### src/rtl/i2c_master_ctrl.sv
// i2c_master_ctrl: single-byte I2C bus master used as stimulus source and bring-up partner for the
// on-chip I2C slave. A start pulse latches addr/rw/wdata. The master then runs START, 7 address
// bits LSB-first, R/W, ACK, 8 data bits LSB-first, ACK/NACK and STOP.
// SDA is split into two wires: sda_out goes to the slave and sda_in comes back from it.
//
// Ports:
//   clock, reset   system clock; asynchronous active-high reset
//   start          one-cycle request, honoured only while idle
//   addr, rw       7-bit slave address; 0=write, 1=read
//   wdata          byte to write
//   sda_in         SDA from slave (low = ACK)
//   scl, sda_out   bus clock and SDA towards the slave
//   busy, done     transaction in progress; one-cycle end pulse
//   ack_err        sticky NACK flag for the last transaction
//   rdata          byte received on a read
module i2c_master_ctrl #(
  parameter int unsigned LOW_CYC    = 5,
  parameter int unsigned SDA_DLY    = 3,
  parameter int unsigned HIGH_CYC   = 5,
  parameter int unsigned START_HOLD = 2,
  parameter int unsigned STOP_HOLD  = 2
) (
  input  logic       clock,
  input  logic       reset,
  input  logic       start,
  input  logic [6:0] addr,
  input  logic       rw,
  input  logic [7:0] wdata,
  input  logic       sda_in,
  output logic       scl,
  output logic       sda_out,
  output logic       busy,
  output logic       done,
  output logic       ack_err,
  output logic [7:0] rdata
);

  localparam int unsigned SlotCyc = LOW_CYC + HIGH_CYC;
  // The phase counter also times the START hold, so size it for whichever is longer.
  localparam int unsigned PhCnt   = (SlotCyc > START_HOLD + 1) ? SlotCyc : START_HOLD + 1;
  localparam int unsigned PhW     = (PhCnt > 1) ? $clog2(PhCnt) : 1;

  localparam logic [PhW-1:0] PhLast     = PhW'(SlotCyc - 1);
  localparam logic [PhW-1:0] PhLow      = PhW'(LOW_CYC);
  localparam logic [PhW-1:0] PhSda      = PhW'(SDA_DLY);
  localparam logic [PhW-1:0] PhStopRise = PhW'(LOW_CYC + STOP_HOLD);
  localparam logic [PhW-1:0] PhStartEnd = PhW'(START_HOLD);

  typedef enum logic [2:0] {
    StIdle,
    StStart,
    StAddr,
    StRw,
    StAck1,
    StData,
    StAck2,
    StStop
  } state_e;

  state_e           state_q, state_d;
  logic [PhW-1:0]   phase_q, phase_d;
  logic [2:0]       bit_q, bit_d;
  logic [6:0]       addr_q, addr_d;
  logic             rw_q, rw_d;
  logic [7:0]       wdata_q, wdata_d;
  logic             sda_q, sda_d;
  logic             done_q, done_d;
  logic             ack_err_q, ack_err_d;
  logic [7:0]       rdata_q, rdata_d;

  logic             slot_end;
  logic             in_slot;
  logic             slot_bit;

  always_comb begin
    state_d   = state_q;
    phase_d   = phase_q + 1'b1;
    bit_d     = bit_q;
    addr_d    = addr_q;
    rw_d      = rw_q;
    wdata_d   = wdata_q;
    done_d    = 1'b0;
    ack_err_d = ack_err_q;
    rdata_d   = rdata_q;
    scl       = 1'b1;
    sda_out   = 1'b1;
    slot_bit  = 1'b1;
    slot_end  = (phase_q == PhLast);
    in_slot   = 1'b0;

    unique case (state_q)
      StIdle: begin
        phase_d = '0;
        bit_d   = '0;
        if (start) begin
          addr_d    = addr;
          rw_d      = rw;
          wdata_d   = wdata;
          ack_err_d = 1'b0;
          state_d   = StStart;
        end
      end

      StStart: begin
        // One setup cycle with SDA high, then SDA low while SCL stays high.
        sda_out = (phase_q == '0);
        if (phase_q == PhStartEnd) begin
          phase_d = '0;
          bit_d   = '0;
          state_d = StAddr;
        end
      end

      StAddr: begin
        in_slot  = 1'b1;
        slot_bit = addr_q[bit_q];
        if (slot_end) begin
          phase_d = '0;
          if (bit_q == 3'd6) begin
            bit_d   = '0;
            state_d = StRw;
          end else begin
            bit_d = bit_q + 3'd1;
          end
        end
      end

      StRw: begin
        in_slot  = 1'b1;
        slot_bit = rw_q;
        if (slot_end) begin
          phase_d = '0;
          state_d = StAck1;
        end
      end

      StAck1: begin
        in_slot = 1'b1;
        if (slot_end) begin
          phase_d = '0;
          bit_d   = '0;
          if (sda_in) begin
            ack_err_d = 1'b1;
            state_d   = StStop;
          end else begin
            state_d = StData;
          end
        end
      end

      StData: begin
        in_slot  = 1'b1;
        // On a read the master releases SDA so the slave can drive it.
        slot_bit = rw_q ? 1'b1 : wdata_q[bit_q];
        if (slot_end) begin
          phase_d = '0;
          if (rw_q) begin
            rdata_d[bit_q] = sda_in;
          end
          if (bit_q == 3'd7) begin
            bit_d   = '0;
            state_d = StAck2;
          end else begin
            bit_d = bit_q + 3'd1;
          end
        end
      end

      StAck2: begin
        // Write: slave ACK slot. Read: master NACK, slave response ignored.
        in_slot = 1'b1;
        if (slot_end) begin
          phase_d = '0;
          if (!rw_q && sda_in) begin
            ack_err_d = 1'b1;
          end
          state_d = StStop;
        end
      end

      StStop: begin
        in_slot  = 1'b1;
        // Pull SDA low during SCL low, release it STOP_HOLD cycles into SCL high.
        slot_bit = (phase_q >= PhStopRise);
        if (slot_end) begin
          phase_d = '0;
          done_d  = 1'b1;
          state_d = StIdle;
        end
      end

      default: begin
        phase_d = '0;
        bit_d   = '0;
        state_d = StIdle;
      end
    endcase

    if (in_slot) begin
      scl     = (phase_q >= PhLow);
      // Before SDA_DLY the previous slot's level is still on the wire.
      sda_out = (phase_q >= PhSda) ? slot_bit : sda_q;
    end

    sda_d = sda_out;
  end

  always_ff @(posedge clock or posedge reset) begin
    if (reset) begin
      state_q   <= StIdle;
      phase_q   <= '0;
      bit_q     <= '0;
      addr_q    <= '0;
      rw_q      <= 1'b0;
      wdata_q   <= '0;
      sda_q     <= 1'b1;
      done_q    <= 1'b0;
      ack_err_q <= 1'b0;
      rdata_q   <= '0;
    end else begin
      state_q   <= state_d;
      phase_q   <= phase_d;
      bit_q     <= bit_d;
      addr_q    <= addr_d;
      rw_q      <= rw_d;
      wdata_q   <= wdata_d;
      sda_q     <= sda_d;
      done_q    <= done_d;
      ack_err_q <= ack_err_d;
      rdata_q   <= rdata_d;
    end
  end

  assign busy    = (state_q != StIdle);
  assign done    = done_q;
  assign ack_err = ack_err_q;
  assign rdata   = rdata_q;

endmodule

### config.mk
export PLATFORM = sky130hd
export DESIGN_NAME = i2c_master_ctrl
export DESIGN_NICKNAME = d
export VERILOG_FILES = /design/src/rtl/i2c_master_ctrl.sv
export SDC_FILE = /design/constraint.sdc
export NUM_CORES = 1
export LEC_CHECK = 0
export BUFFER_PORTS_ARGS = -buffer_cell sky130_fd_sc_hd__buf_2
export CAP_MARGIN = 30
export CELL_PAD_IN_SITES_DETAIL_PLACEMENT = 1
export CELL_PAD_IN_SITES_GLOBAL_PLACEMENT = 1
export CORE_MARGIN = 8
export CORE_UTILIZATION = 30
export CTS_CLUSTER_SIZE = 12
export DETAILED_ROUTE_END_ITERATION = 7
export GPL_TIMING_DRIVEN = 0
export PLACE_DENSITY_LB_ADDON = 0.1
export SYNTH_ARGS = -nofsm -noshare
export SYNTH_HDL_FRONTEND = slang
export SYNTH_SLANG_ARGS = --single-unit
export TNS_END_PERCENT = 1
### constraint.sdc
create_clock -name clock -period 4.7 [get_ports clock]
set_clock_uncertainty 0.15 [all_clocks]
set_input_delay 0.94 -clock clock [delete_from_list [all_inputs] [get_ports clock]]
set_output_delay 0.94 -clock clock [all_outputs]
set_load 0.02 [all_outputs]
==> flow_summary.toml, run 1 <==
[outcome]
status = "finished clean"

[cts]
cts-root-buf = "clkbuf_8"
cts_resized = 0
h-tree-depth = 2
cts.sinks = 37
clk_pin_slew_ps = 80
cts_tree = "built"
clk_latency_ps = 290
clockBufferDepth = 2
ctsHoldBuffers = 0
postCtsSetupBuffers = 0
numCtsBuffers = 5

[setup_path]
arrival_ps = 2230
crit_chain = "clkbuf_1 -> mux4_2 -> nand2b_1 -> a31oi_1 -> buf_2"
worstSetupEndpointType = "output port"
cp.required_ps = 3610
critPathMaxFanout = 10
cp_slowest_stage_delay_ps = 560
crit_slowest_cell = "mux4_2"
crit_type = "flip-flop to output port"
start_kind = "flip-flop"

[synthesis]
syn_nets = 198
ys_seq_area_frac = 0.469
yosys.area.top_type = "dfrtp_1"
synthAdderAreaFrac = 0.0190
ys_types = 51
yosys.area_share.simple = 0.136
synth.area.top_cells = "dfrtp_1, mux2_1, nand2_1"
syn_avg_cell_area_sq_um = 11.3
ys.flop_type = "dfrtp_1"
async_reset_ff_frac = 1.00
yosysWarnings = 0
synth-edff-count = 0
synthXorXnorAreaFrac = 0.0133
synth_top_area_frac = 0.455
synth-seq-cells = 37
syn_inst = 175
synth_compound_area_frac = 0.0936
netlist_area_sq_um = 1980
synth_top_family_by_area = "multiplexers"
synth_mux_area_frac = 0.218

[placed_design]
numPortBuffers = 31
dp_slack_ps = 1650
routabilityCongestion = 0.719
hpwl_mm = 3.60
placedCellCount = 283
placed_area_sq_um = 2230

[route]
drt_pass1_iterations = 4
wl_mm = 4.74
routedWlPerCell_um = 16.3
drtIter0Drc = 53
vias = 1454
antenna_left = 0
drc = 0
viasPerCell = 5.00

[sta]
fmax_mhz = 302
relSlewSlack = 0.465
finalCritPeriodShare = 0.706
setup_viol = 0
rsz0062_at_grt = "no"
tightestPinTransition_ps = 802
drv_slew = 0
fin_tns_setup_ps = 0
hold_slack_ps = 338
hold_viol = 0
fin_crit_ps = 3320
worst_slack_ps = 1380

[floorplanning]
start_util = 0.312
die_w_um = 97.2
placementRows = 29
coreArea_sq_um = 6350
die_area_sq_um = 9450
die_y_um = 97.2
num_io_pins = 33

[min_path]
hold_path.class = "flip-flop to flip-flop"

[global_route]
grt_pass1_vias = 1627
track_usage = 0.106
grt_pass1_wl_mm = 8.16
grt.overflow.total = 0
grt_max_degree = 38
antenna_found_initial = 0

[job]
maxCapViolCount = 0

[layout]
antenna_cells = 0
stdcell_count = 291
fin_area_sq_um = 2340
area_growth_pct = 18.5
final_common_cell = "buf_2"
drive_gt1_frac = 0.285
final_cell_mix = "buf_2, dfrtp_1, mux2_1"
nets = 236
post-route-util = 0.369

[power_and_ir_drop]
pwr_density_cell_nw_per_um2 = 589
totalPowerFinal_mw = 1.38
ir_drop_mv = 0.228
leakagePower_nw = 1.06
Yosys cell counts, drive strengths merged (2+ instances only):
cell and n:
o31ai 2, mux2i 4, inv 8, a211o 3
mux4 2, a22oi 2, nor3b 2, nand2b 2
dfrtp 36, nand3 4, nand2 15, ha 3
nor3 4, a21oi 6, nor2 10, a31oi 2
o21ai 3, nor2b 2, buf 11, mux2 30
clkbuf 2, xnor2 2, nand4 2
critical path: cells and delay by family, from the launching register on:
family	cells	cell delay [ps]
simple gates	1	150
compound gates	1	240
buf+inv	2	640
flops	1	350
mux	1	560
layout make-up:
cell class              count  area, sq um
well taps                  77         96.3
repair buffers             31          155
fillers                   708         4010
clock inverters             3         46.3
multi-input cells         117          948
clock buffers               5         68.8
inverters                   8         30.0
flip-flops and latches     37          927
plain buffers              13         72.6
metal layers:
layer	vias to the layer above	GRT usage	part of all wire
met5	-	0	0
met4	0	0.0320	0.012
met3	6	0.0306	0.028
met2	19	0.186	0.51
met1	726	0.120	0.45
li1	703	-	-
power breakdown:
part	total [mW]	internal, mW	switching, mW
Clock	0.283	0.159	0.124
Combinational	0.593	0.274	0.319
Sequential	0.505	0.433	0.0719
Total	1.38	0.866	0.516
logic make-up after synthesis:
group | Yosys count
adder cells (fa/ha/maj) | 3
flip-flops | 37
AND/OR/NAND/NOR | 49
multiplexers | 36
AO/OA/AOI/OAI | 26
buffers and inverters | 21
XOR/XNOR | 3
state kept, by name, summed over array words and instances, names as in the netlist:
register / cells
ack_err: 1
rdata: 8
state_q: 3
rw_q: 1
sda_q: 1
done: 1
phase_q: 4
bit_q: 3
wdata_q: 8
addr_q: 7
path summary, 6_finish.rpt:
path	start	to	slack (ps)	cells after the start
worst max-delay path	bit_q[2]$_DFFE_PP0P_	sda_out	1380	5
worst min-delay path	rdata[5]$_DFFE_PP0P_	rdata[5]$_DFFE_PP0P_	340	1
worst max register to register	phase_q[1]$_DFF_PP0_	rdata[3]$_DFFE_PP0P_	2580	5
worst min register to register	rdata[5]$_DFFE_PP0P_	rdata[5]$_DFFE_PP0P_	340	1
max in group asynchronous	reset	state_q[0]$_DFFE_PP0P_	3240	2
min in group asynchronous	reset	addr_q[1]$_DFFE_PP0P_	640	2
(Power assumes the default switching activity.)
==> run 2, diff against run 1 <==
Settings changed: ABC_AREA set to 1.
Clock period 4.7 ns to 2.7 ns, I/O delays scaled along.
==> run 2 against run 1 <==
Synthesized area increased by 5.1%. Sequential share of layout area decreased by 1.3 points. Core utilization down 1.0 points. First-iteration DRC count down 3.8%. Sequential power rose by 9.9%. Die area rose by 4.3%. Flip-flop and latch count stayed put. Combinational power fell by 95%. Clock-buffer cell count up 3. Power shrank 30%. Register-to-register slack lost 1700 ps. Synthesized cell count up 38%. Largest cell class unchanged. Highest routed layer unchanged.
==> flow_summary.toml, run 2 <==
[sta]
rsz0062_at_grt = "no"
tightestPinTransition_ps = 818
drv_slew = 0
fin_tns_setup_ps = 0
relSlewSlack = 0.454
hold_viol = 0
fmax_mhz = 406
hold_slack_ps = 254
setup_viol = 0
worst_slack_ps = 239
fin_crit_ps = 2460
finalCritPeriodShare = 0.911

[cts]
cts_resized = 0
postCtsSetupBuffers = 0
clockBufferDepth = 2
numCtsBuffers = 5
ctsHoldBuffers = 0
clk_latency_ps = 290
cts.sinks = 37
cts_tree = "built"
clk_pin_slew_ps = 80
cts-root-buf = "clkbuf_8"
h-tree-depth = 2

[power_and_ir_drop]
leakagePower_nw = 1.22
totalPowerFinal_uw = 966
pwr_density_cell_nw_per_um2 = 398
ir_drop_mv = 0.168

[outcome]
status = "finished clean"

[setup_path]
crit_chain = "inv_2 -> nor3_1 -> nand2_1 -> nand3_1 -> nor2_1 -> nand3_1 -> nand2_1 -> nand2_1 -> buf_2"
cp.required_ps = 2010
crit_type = "flip-flop to output port"
cp_slowest_stage_delay_ps = 470
crit_slowest_cell = "dfrtp_1"
arrival_ps = 1770
start_kind = "flip-flop"
crit_path_frequent_cell = "nand2_1"
reg2reg_to = "state_q[0]$_DFFE_PP0P_"
critPathMaxFanout = 6
reg2reg_depth = 9
worstSetupEndpointType = "output port"
reg2reg_slack_ps = 850
regToRegStartpoint = "bit_q[0]$_DFFE_PP0P_"

[synthesis]
yosysWarnings = 0
ys.flop_type = "dfrtp_1"
syn_avg_cell_area_sq_um = 8.59
ys_types = 39
syn_inst = 242
synth-edff-count = 0
synth-seq-cells = 37
ys_seq_area_frac = 0.446
synth.area.top_cells = "dfrtp_1, nand2_1, nand3_1"
synth_top_area_frac = 0.433
async_reset_ff_frac = 1.00
synth_most_common_cell = "nand2_1"
netlist_area_sq_um = 2080
syn_nets = 265
yosys.area.top_type = "dfrtp_1"
synth_top_cells_by_count = "nand2_1, dfrtp_1, nor2_1"

[global_route]
grt_max_degree = 38
antenna_found_initial = 0
grt_pass1_vias = 1840
grt.overflow.total = 0
track_usage = 0.119
grt_pass1_wl_mm = 9.33

[route]
wl_mm = 5.44
antenna_left = 0
drc = 0
drtIter0Drc = 51
routedWlPerCell_um = 15.0
drt_pass1_iterations = 4
vias = 1701
viasPerCell = 4.70

[placed_design]
numPortBuffers = 32
placed_area_sq_um = 2340
placedCellCount = 354
dp_slack_ps = 479
routabilityCongestion = 0.784
hpwl_mm = 4.18

[job]
maxCapViolCount = 0

[floorplanning]
die_w_um = 99.3
coreArea_sq_um = 6760
start_util = 0.308
placementRows = 30
num_io_pins = 33
die_area_sq_um = 9850
die_y_um = 99.3

[layout]
multi_input_area_sq_um = 997
final_common_cell = "nand2_1"
post-route-util = 0.359
seq_area_sq_um = 927
antenna_cells = 0
fin_area_sq_um = 2430
nFillCells = 829
stdcell_count = 362
drive_gt1_frac = 0.323
final_cell_mix = "nand2_1, dfrtp_1, buf_2"
area_growth_pct = 16.7
nets = 304

[min_path]
hold_path.class = "input pin to async pin"
## run 2: changes by cell type after synthesis, sizes merged, moves of 4 or more
cell	delta
nand2	+47
mux2	-24
nor2	+20
inv	+18
nand3	+17
o21ai	+14
a21oi	+9
buf	-5
mux2i	-4
## run 2: cells by family after synthesis
kind of cell | share of synthesized area
xor gates and xnor gates | 0.0120
AOI/OAI and AO/OA | 0.118
muxes | 0.0433
adders and majority gates | 0.0181
and+or+nand+nor | 0.285
buffers and inverters | 0.0782
DFF | 0.446
## run 2: cell type report
class | instances | share of cell area
well taps | 80 | 0.0412
plain buffers | 6 | 0.0196
inverters | 29 | 0.0474
repair buffers | 32 | 0.0660
clock buffers | 8 | 0.0330
flip-flops and latches | 37 | 0.382
multi-input cells | 170 | 0.411
## run 2: worst max-delay path by stage
stage	from	cells past startpoint	endpoint	slack (ps)
2_1_floorplan	state_q[2]$_DFFE_PP0P_	8	sda_out	770
3_3_place_gp	bit_q[1]$_DFFE_PP0P_	9	sda_out	480
3_5_place_dp	bit_q[2]$_DFFE_PP0P_	9	sda_out	480
4_1_cts	bit_q[1]$_DFFE_PP0P_	9	sda_out	150
5_1_grt	state_q[0]$_DFFE_PP0P_	9	sda_out	20
6_report	state_q[0]$_DFFE_PP0P_	9	sda_out	240
## run 2: critical path, delay by kind of cell, from the launching register on
family / cells / cell delay, ps
and+or+nand+nor: 7 / 690
buffers and inverters: 2 / 310
DFF: 1 / 470
## run 2: routing by layer
layer | up-vias | wire, um | track usage | part of all wire
met3 | 7 | 279 | 0.0328 | 0.051
li1 | 860 | - | - | -
met2 | 31 | 2420 | 0.182 | 0.45
met4 | 0 | 63 | 0.0349 | 0.012
met1 | 803 | 2670 | 0.157 | 0.49
met5 | - | 0 | 0 | 0
## run 2: where the power goes
group          leakage (nW)  internal (mW)  switching (mW)
logic                 0.777         0.0110          0.0200
clock network        0.0395          0.184           0.196
registers             0.402          0.555        0.000316
total                  1.22          0.749           0.217
==> run 3, diff against run 2 <==
Settings changed: CORE_MARGIN 8 to 2, CORE_UTILIZATION 30 to 35.
==> run 3 against run 2 <==
Clock power rose by 35%. Wire length fell by 4.7%. Core utilization rose by 6.4 points. Highest routed layer unchanged. Sequential power barely moved.
==> flow_summary.toml, run 3 (synthesis gave the netlist of run 2 again) <==
[route]
antenna_left = 0
drtIter0Drc = 58
routedWlPerCell_um = 14.5
viasPerCell = 4.87
drt_pass1_iterations = 4
vias = 1739
wl_mm = 5.18
drc = 0

[setup_path]
start_kind = "flip-flop"
worstSetupEndpointType = "output port"
crit_type = "flip-flop to output port"
cp.required_ps = 2010
arrival_ps = 1770
critPathMaxFanout = 10

[sta]
relSlewSlack = 0.441
hold_slack_ps = 252
finalCritPeriodShare = 0.912
fmax_mhz = 406
tightestPinTransition_ps = 837
setup_viol = 0
fin_crit_ps = 2460
hold_viol = 0
fin_tns_setup_ps = 0
rsz0062_at_grt = "no"
drv_slew = 0

[floorplanning]
num_io_pins = 33
die_area_sq_um = 6570
start_util = 0.358
die_y_um = 81.1
coreArea_sq_um = 5820
die_w_um = 81.1
placementRows = 28

[cts]
cts_tree = "built"
clockBufferDepth = 2
postCtsSetupBuffers = 0
ctsHoldBuffers = 0
h-tree-depth = 2
cts.sinks = 37
numCtsBuffers = 5
cts_resized = 0
clk_pin_slew_ps = 80
cts-root-buf = "clkbuf_8"
clk_latency_ps = 300

[global_route]
track_usage = 0.173
grt_max_degree = 38
grt_pass1_wl_mm = 8.55
antenna_found_initial = 0
grt_pass1_vias = 1761
grt.overflow.total = 0

[placed_design]
hpwl_mm = 3.86
numPortBuffers = 32
routabilityCongestion = 0.742

[layout]
area_growth_pct = 18.4
drive_gt1_frac = 0.333
final_common_cell = "nand2_1"
post-route-util = 0.423
nFillCells = 742
final_cell_mix = "nand2_1, dfrtp_1, buf_2"
nets = 304
antenna_cells = 0

[power_and_ir_drop]
leakagePower_nw = 1.24
pwr_density_cell_nw_per_um2 = 446
ir_drop_mv = 0.179

[min_path]
hold_path.class = "input pin to async pin"

[outcome]
status = "finished clean"

[job]
maxCapViolCount = 0
[run 3: cell count changes in the layout (fill, tap and decap cells not counted)]
cell,delta
clkinvlp_4,+1
clkbuf_8,+1
bufinv_16,+1
clkbuf_1,-3
[run 3: power breakdown]
| group | total, mW | internal (mW) | leakage [nW] | switching, mW |
|---|---|---|---|---|
| registers | 0.555 | 0.554 | 0.402 | 0.000324 |
| logic | 0.0321 | 0.0110 | 0.777 | 0.0211 |
| clock network | 0.512 | 0.300 | 0.0574 | 0.211 |
[run 3: worst paths after layout]
kind,from,to,slack [ps],cells after the start
worst max-delay path,bit_q[0]$_DFFE_PP0P_,sda_out,240,10
worst min-delay path,reset,wdata_q[6]$_DFFE_PP0P_,250,2
max in group asynchronous,reset,rw_q$_DFFE_PP0P_,1620,2
min in group clock,addr[6],addr_q[6]$_DFFE_PP0P_,320,2
worst min register to register,ack_err$_DFFE_PP0P_,ack_err$_DFFE_PP0P_,340,1
worst max register to register,bit_q[0]$_DFFE_PP0P_,state_q[0]$_DFFE_PP0P_,860,9
[run 3: stage by stage]
stage	instance area [sq um]	power, mW	worst slack [ps]	instances
2_1_floorplan	2080	0.577	773	242
3_3_place_gp	2330	0.598	493	349
3_5_place_dp	2330	0.599	500	349
4_1_cts	2450	1.12	156	357
5_1_grt	2460	1.15	11.6	357
6_report	2460	1.10	238	357
[run 3: metal layers]
layer  up-vias  share of wire  global-route usage  routed length, um
met1       844           0.49               0.228               2540
met4         0          0.018              0.0542                 91
met5         -              0                   0                  0
met3         9          0.038              0.0467                198
met2        30           0.45               0.277               2350
li1        856              -                   -                  -
[run 3: final cells by class]
class,instances,area [sq um],share of cell area
inverters,29,115,0.0468
flip-flops and latches,37,927,0.377
plain buffers,6,47.5,0.0193
well taps,75,93.8,0.0381
clock inverters,2,37.5,0.0153
clock buffers,6,82.6,0.0336
repair buffers,32,160,0.0651
multi-input cells,170,997,0.405
[run 3: critical path: stages, from the launching register on]
cell,delay (ps)
dfrtp_1,430
inv_2,110
buf_2,230
nand2_1,80
nand3_1,90
nand4_1,100
nand2_1,70
nand3_1,80
nand2_1,60
nand2_1,60
buf_2,160
